$ cat config.mk
export PLATFORM = sky130hd
export DESIGN_NAME = instruction_fetch_unit
export DESIGN_NICKNAME = d
export VERILOG_FILES = /design/src/rtl/instruction_fetch_unit.sv
export SDC_FILE = /design/constraint.sdc
export NUM_CORES = 1
export LEC_CHECK = 0
export BUFFER_PORTS_ARGS = -buffer_cell sky130_fd_sc_hd__buf_2
export CORE_UTILIZATION = 36
export CTS_CLUSTER_SIZE = 30
export DETAILED_ROUTE_END_ITERATION = 12
export GPL_ROUTABILITY_DRIVEN = 0
export SLEW_MARGIN = 25
export SYNTH_ARGS = -nofsm -noshare
export SYNTH_HDL_FRONTEND = slang
export SYNTH_SLANG_ARGS = --single-unit
$ cat constraint.sdc
create_clock -name clock -period 7.7 [get_ports clock]
set_input_delay 2.31 -clock clock [delete_from_list [all_inputs] [get_ports clock]]
set_output_delay 2.31 -clock clock [all_outputs]
set_load 0.01 [all_outputs]
$ cat src/rtl/instruction_fetch_unit.sv
// Instruction fetch front end: issues word fetches, tags them with their PC,
// buffers returned words in order and hands them to the decoder one per handshake.
module instruction_fetch_unit #(
  parameter int                       ADDRESS_WIDTH = 32,
  parameter logic [ADDRESS_WIDTH-1:0] RESET_VECTOR  = 32'h0000_0000,
  parameter int                       BUFFER_DEPTH  = 2
) (
  input  logic                     clock,
  input  logic                     reset,
  output logic                     imem_request,
  output logic [ADDRESS_WIDTH-1:0] imem_address,
  input  logic                     imem_ready,
  input  logic                     imem_response_valid,
  input  logic [31:0]              imem_read_data,
  output logic [31:0]              instruction,
  output logic [ADDRESS_WIDTH-1:0] instruction_pc,
  output logic                     instruction_valid,
  input  logic                     instruction_ready,
  input  logic                     redirect,
  input  logic [ADDRESS_WIDTH-1:0] redirect_target
);

  localparam int PTR_W = $clog2(BUFFER_DEPTH);
  localparam int CNT_W = PTR_W + 1;
  localparam logic [PTR_W-1:0]         PTR_ONE     = PTR_W'(1);
  localparam logic [CNT_W-1:0]         CNT_ONE     = CNT_W'(1);
  localparam logic [CNT_W:0]           DEPTH_LIMIT = (CNT_W+1)'(BUFFER_DEPTH);
  localparam logic [ADDRESS_WIDTH-1:0] ADDR_STEP   = ADDRESS_WIDTH'(4);

  typedef enum logic {
    RUN,
    FLUSH
  } state_t;

  state_t                   state;
  logic [ADDRESS_WIDTH-1:0] fetch_pc;
  logic [CNT_W-1:0]         outstanding;
  logic [CNT_W-1:0]         discard;

  // Returned words and their PCs, kept in fetch order.
  logic [31:0]              buf_data [BUFFER_DEPTH];
  logic [ADDRESS_WIDTH-1:0] buf_pc   [BUFFER_DEPTH];
  logic [PTR_W-1:0]         buf_head;
  logic [PTR_W-1:0]         buf_tail;
  logic [CNT_W-1:0]         buf_count;

  // Address of every accepted fetch, popped as its response returns.
  logic [ADDRESS_WIDTH-1:0] tag_q [BUFFER_DEPTH];
  logic [PTR_W-1:0]         tag_head;
  logic [PTR_W-1:0]         tag_tail;

  logic                     pop;
  logic                     accept;
  logic                     response;
  logic                     response_drop;
  logic                     response_keep;
  logic [CNT_W:0]           pending;
  logic [CNT_W-1:0]         outstanding_next;
  logic [ADDRESS_WIDTH-1:0] target_aligned;
  logic                     unused_target_bits;

  assign target_aligned     = {redirect_target[ADDRESS_WIDTH-1:2], 2'b00};
  assign unused_target_bits = ^redirect_target[1:0];

  assign pop           = (buf_count != '0) && instruction_ready;
  assign response      = imem_response_valid && (outstanding != '0);
  assign response_drop = response && ((discard != '0) || redirect);
  assign response_keep = response && !response_drop;

  // Slots already committed: buffered words (less the one leaving now) plus fetches in flight.
  assign pending = {1'b0, buf_count} + {1'b0, outstanding} - {{CNT_W{1'b0}}, pop};

  // Gated by reset so memory never sees a request the reset is about to abandon.
  assign imem_request = !reset && (state == RUN) && !redirect && (pending < DEPTH_LIMIT);
  assign imem_address = fetch_pc;
  assign accept       = imem_request && imem_ready;

  always_comb begin
    outstanding_next = outstanding;
    if (accept && !response) begin
      outstanding_next = outstanding + CNT_ONE;
    end else if (!accept && response) begin
      outstanding_next = outstanding - CNT_ONE;
    end
  end

  assign instruction_valid = (buf_count != '0);

  always_comb begin
    instruction    = '0;
    instruction_pc = '0;
    if (buf_count != '0) begin
      instruction    = buf_data[buf_head];
      instruction_pc = buf_pc[buf_head];
    end
  end

  // Storage arrays need no reset: occupancy and pointers decide what is live.
  always_ff @(posedge clock) begin
    if (accept) begin
      tag_q[tag_tail] <= fetch_pc;
    end
    if (response_keep) begin
      buf_data[buf_tail] <= imem_read_data;
      buf_pc[buf_tail]   <= tag_q[tag_head];
    end
  end

  always_ff @(posedge clock) begin
    if (reset) begin
      state       <= RUN;
      fetch_pc    <= RESET_VECTOR;
      outstanding <= '0;
      discard     <= '0;
      buf_head    <= '0;
      buf_tail    <= '0;
      buf_count   <= '0;
      tag_head    <= '0;
      tag_tail    <= '0;
    end else begin
      outstanding <= outstanding_next;
      if (accept) begin
        tag_tail <= tag_tail + PTR_ONE;
        fetch_pc <= fetch_pc + ADDR_STEP;
      end
      if (response) begin
        tag_head <= tag_head + PTR_ONE;
      end
      if (redirect) begin
        // Everything still in flight belongs to the abandoned path.
        fetch_pc  <= target_aligned;
        buf_head  <= '0;
        buf_tail  <= '0;
        buf_count <= '0;
        discard   <= outstanding_next;
        state     <= (outstanding_next != '0) ? FLUSH : RUN;
      end else begin
        if (response_keep) begin
          buf_tail <= buf_tail + PTR_ONE;
        end
        if (pop) begin
          buf_head <= buf_head + PTR_ONE;
        end
        if (response_keep && !pop) begin
          buf_count <= buf_count + CNT_ONE;
        end else if (!response_keep && pop) begin
          buf_count <= buf_count - CNT_ONE;
        end
        if (response_drop) begin
          discard <= discard - CNT_ONE;
        end
        if ((state == FLUSH) && (discard == '0)) begin
          state <= RUN;
        end
      end
    end
  end

endmodule

==> impl_metrics.ini <==
[logic_synthesis]
syn_area_um2 = 9580
avgSynthCellArea_um2 = 13.7
muxShareOfSynthArea = 0.103
yosys.area_share.adder = 0.00993
yosys.area_share.simple = 0.115
synth-compound-area-share = 0.0633
synth-seq-area-share = 0.667
ys_warn_count = 0
yosys-top-cells-area = edfxtp_1 58%, dfxtp_1 9.0%, mux2i_1 6.8%, nor2_1 3.9%, mux2_2 3.5%
synthXorXnorAreaFrac = 0.0146
synth_edf_count = 184
synth_ff_type = edfxtp_1
synth_top_area_cell = edfxtp_1
ys_types = 61
synth_cells = 700
async_flop_share = 0
yosysTopAreaCellShare = 0.577
ys_seq_elements = 227
synth_top_family_by_area = simple AND/OR/NAND/NOR gates

[pwr]
ir_drop_uv = 146
switching_share = 0.271
switching_power_mw = 0.908
seq_power_share = 0.456
pwr-share-clk = 0.356
p_int_mw = 2.44
leakage_nw = 4.10
p_per_area_nw_per_um2 = 290
power_mw = 3.35
p_comb_frac = 0.188

[timing]
slew_viol_final = 0
worstMarginPinSlew_ns = 1.07
hold_viol = 0
slew_headroom = 0.283
setup_viol = 0
period_minus_slack_ns = 6.41
rsz0062_at_grt = no
timing.final.ws_setup_ns = 1.29
hold_slack_ns = 0.508
skew_ns = 0.0126
fmax_mhz = 156
tns_ns = 0
post-route-period-util = 0.832

[layout]
fillers = 2414
post-route-util = 0.443
multi_input_area_um2 = 2960
area_delta_synth_final_pct = 20.4
layout-drive-gt1-share = 0.286
fin_area_um2 = 11500
nets = 934
antennaDiodeCount = 0
final_cell_mix = 184 x edfxtp_1, 161 x buf_2, 98 x nor2_1
seq_area_um2 = 6390
instances_no_fill = 1210
final_common_cell = edfxtp_1

[setup_path]
required_ns = 5.39
reg2regPathDepth = 11
startpoint = instruction_ready
path_class = primary input to primary output
start_kind = primary input
cp_max_fo = 3
reg2reg_to = tag_q[0][14]$_DFFE_PP_
setup.worst_path.end = imem_request
r2r_slack_ns = 3.85
crit_path_end_kind = primary output
worstPathArrival_ns = 4.10
r2r-start = buf_count[0]$_SDFFE_PP0P_

[global_route]
grt_max_degree = 63
grt_usage = 0.156
gr-total-overflow = 0
grt_pass1_vias = 5860
grt_pass1_wl_um = 32600
antenna_found_initial = 0

[route]
firstDrtPassIters = 5
ant_nets = 0
vias = 6166
drt_iter0_drc = 352
via_per_inst = 5.10
wirelength_um = 21700
drc = 0
wl_per_cell_um = 17.9

[cts]
path_clk_slew_ns = 0.06
htree_num_levels = 1
root_buffer = clkbuf_16
cts_buffers = 25
cts.sinks = 227
clk_latency_ns = 0.51
ctsResizeCount = 0
postCtsSetupBuffers = 0
cts_tree = yes
postCtsHoldBufs = 0
clk_path_buf_depth = 3

[hold_path]
holdCritPathClass = register to register

[placed_design]
place_area_um2 = 10700
dp.cells = 1165
dp_slack_ns = 1.31
dp_hpwl_um = 13800
portBuffers = 161

[run_status]
status = finished clean

[flow_run]
drv_cap = 0

[floorplanning]
num_rows = 59
io_pins = 168
coreArea_um2 = 26100
start_util = 0.368
die_area_um2 = 27300
die_h_um = 165
die_w_um = 165
power by group through the flow:
| stage | clock, mW | sequential (mW) | combinational, mW |
|---|---|---|---|
| after floorplan | 0 | 1.54 | 0.431 |
| final | 1.19 | 1.53 | 0.629 |
| after detailed placement | 0 | 1.55 | 0.631 |
| after global placement | 0 | 1.55 | 0.626 |
| after global routing | 1.27 | 1.54 | 0.693 |
| after CTS | 1.22 | 1.53 | 0.637 |
cell usage after synthesis (all sizes together), types with 6 or more instances:
cell type and count:
a211oi 9, a311oi 11, a31oi 11, and2 9, and3 9, and4 6
buf 13, clkbuf 30, dfxtp 43, edfxtp 184, ha 6, inv 15
mux2 30, mux2i 65, nand2 22, nand3 16, nand4 13, nor2 101
nor2b 7, nor4 7, o211ai 10, o31ai 6, or4 8, xnor2 11
layer usage:
layer | vias to the layer above | track usage | wire (µm)
met5 | - | 0 | 0
met1 | 2985 | 0.201 | 9290
met2 | 185 | 0.266 | 10500
met3 | 31 | 0.0297 | 1440
li1 | 2965 | - | -
met4 | 0 | 0.0459 | 420
registers in the layout, summed over array words and instances, names as in the netlist, named ones only:
name	flops
buf_data	64
buf_pc	60
tag_q	60
imem_address	30
buf_count	2
discard	2
outstanding	2
buf_head	1
buf_tail	1
state	1
tag_head	1
tag_tail	1
cell families after synthesis:
logic type               Yosys count
other                              1
AO/OA/AOI/OAI                     78
adder cells (fa/ha/maj)            7
multiplexers                      95
flip-flops                       227
AND/OR/NAND/NOR                  217
XOR/XNOR                          16
buffers and inverters             59
worst max-delay path, stage by stage:
cell and delay (ns):
buf_2 0.09, nand2_1 0.08, inv_1 0.08, ha_1 0.26, nand2b_1 0.15, fa_1 0.52, nor2b_1 0.25, and3_1 0.22
buf_2 0.14
layout make-up:
class | count | share of cell area
repair buffers | 170 | 0.0757
multi-input cells | 417 | 0.257
well taps | 335 | 0.0363
clock inverters | 13 | 0.0142
inverters | 16 | 0.00521
clock buffers | 32 | 0.0574
flip-flops and latches | 227 | 0.554
worst min-delay path by stage:
stage / startpoint / to / slack [ns] / cells past startpoint
after CTS: state$_SDFFE_PP0P_ / state$_SDFFE_PP0P_ / 0.51 / 2
after detailed placement: tag_head$_SDFFE_PP0P_ / register / 0.50 / 2
after global routing: state$_SDFFE_PP0P_ / state$_SDFFE_PP0P_ / 0.53 / 2
after floorplan: state$_SDFFE_PP0P_ / state$_SDFFE_PP0P_ / 0.46 / 2
final: state$_SDFFE_PP0P_ / state$_SDFFE_PP0P_ / 0.51 / 2
after global placement: state$_SDFFE_PP0P_ / state$_SDFFE_PP0P_ / 0.49 / 2
Power figures use the tool's default switching activity.
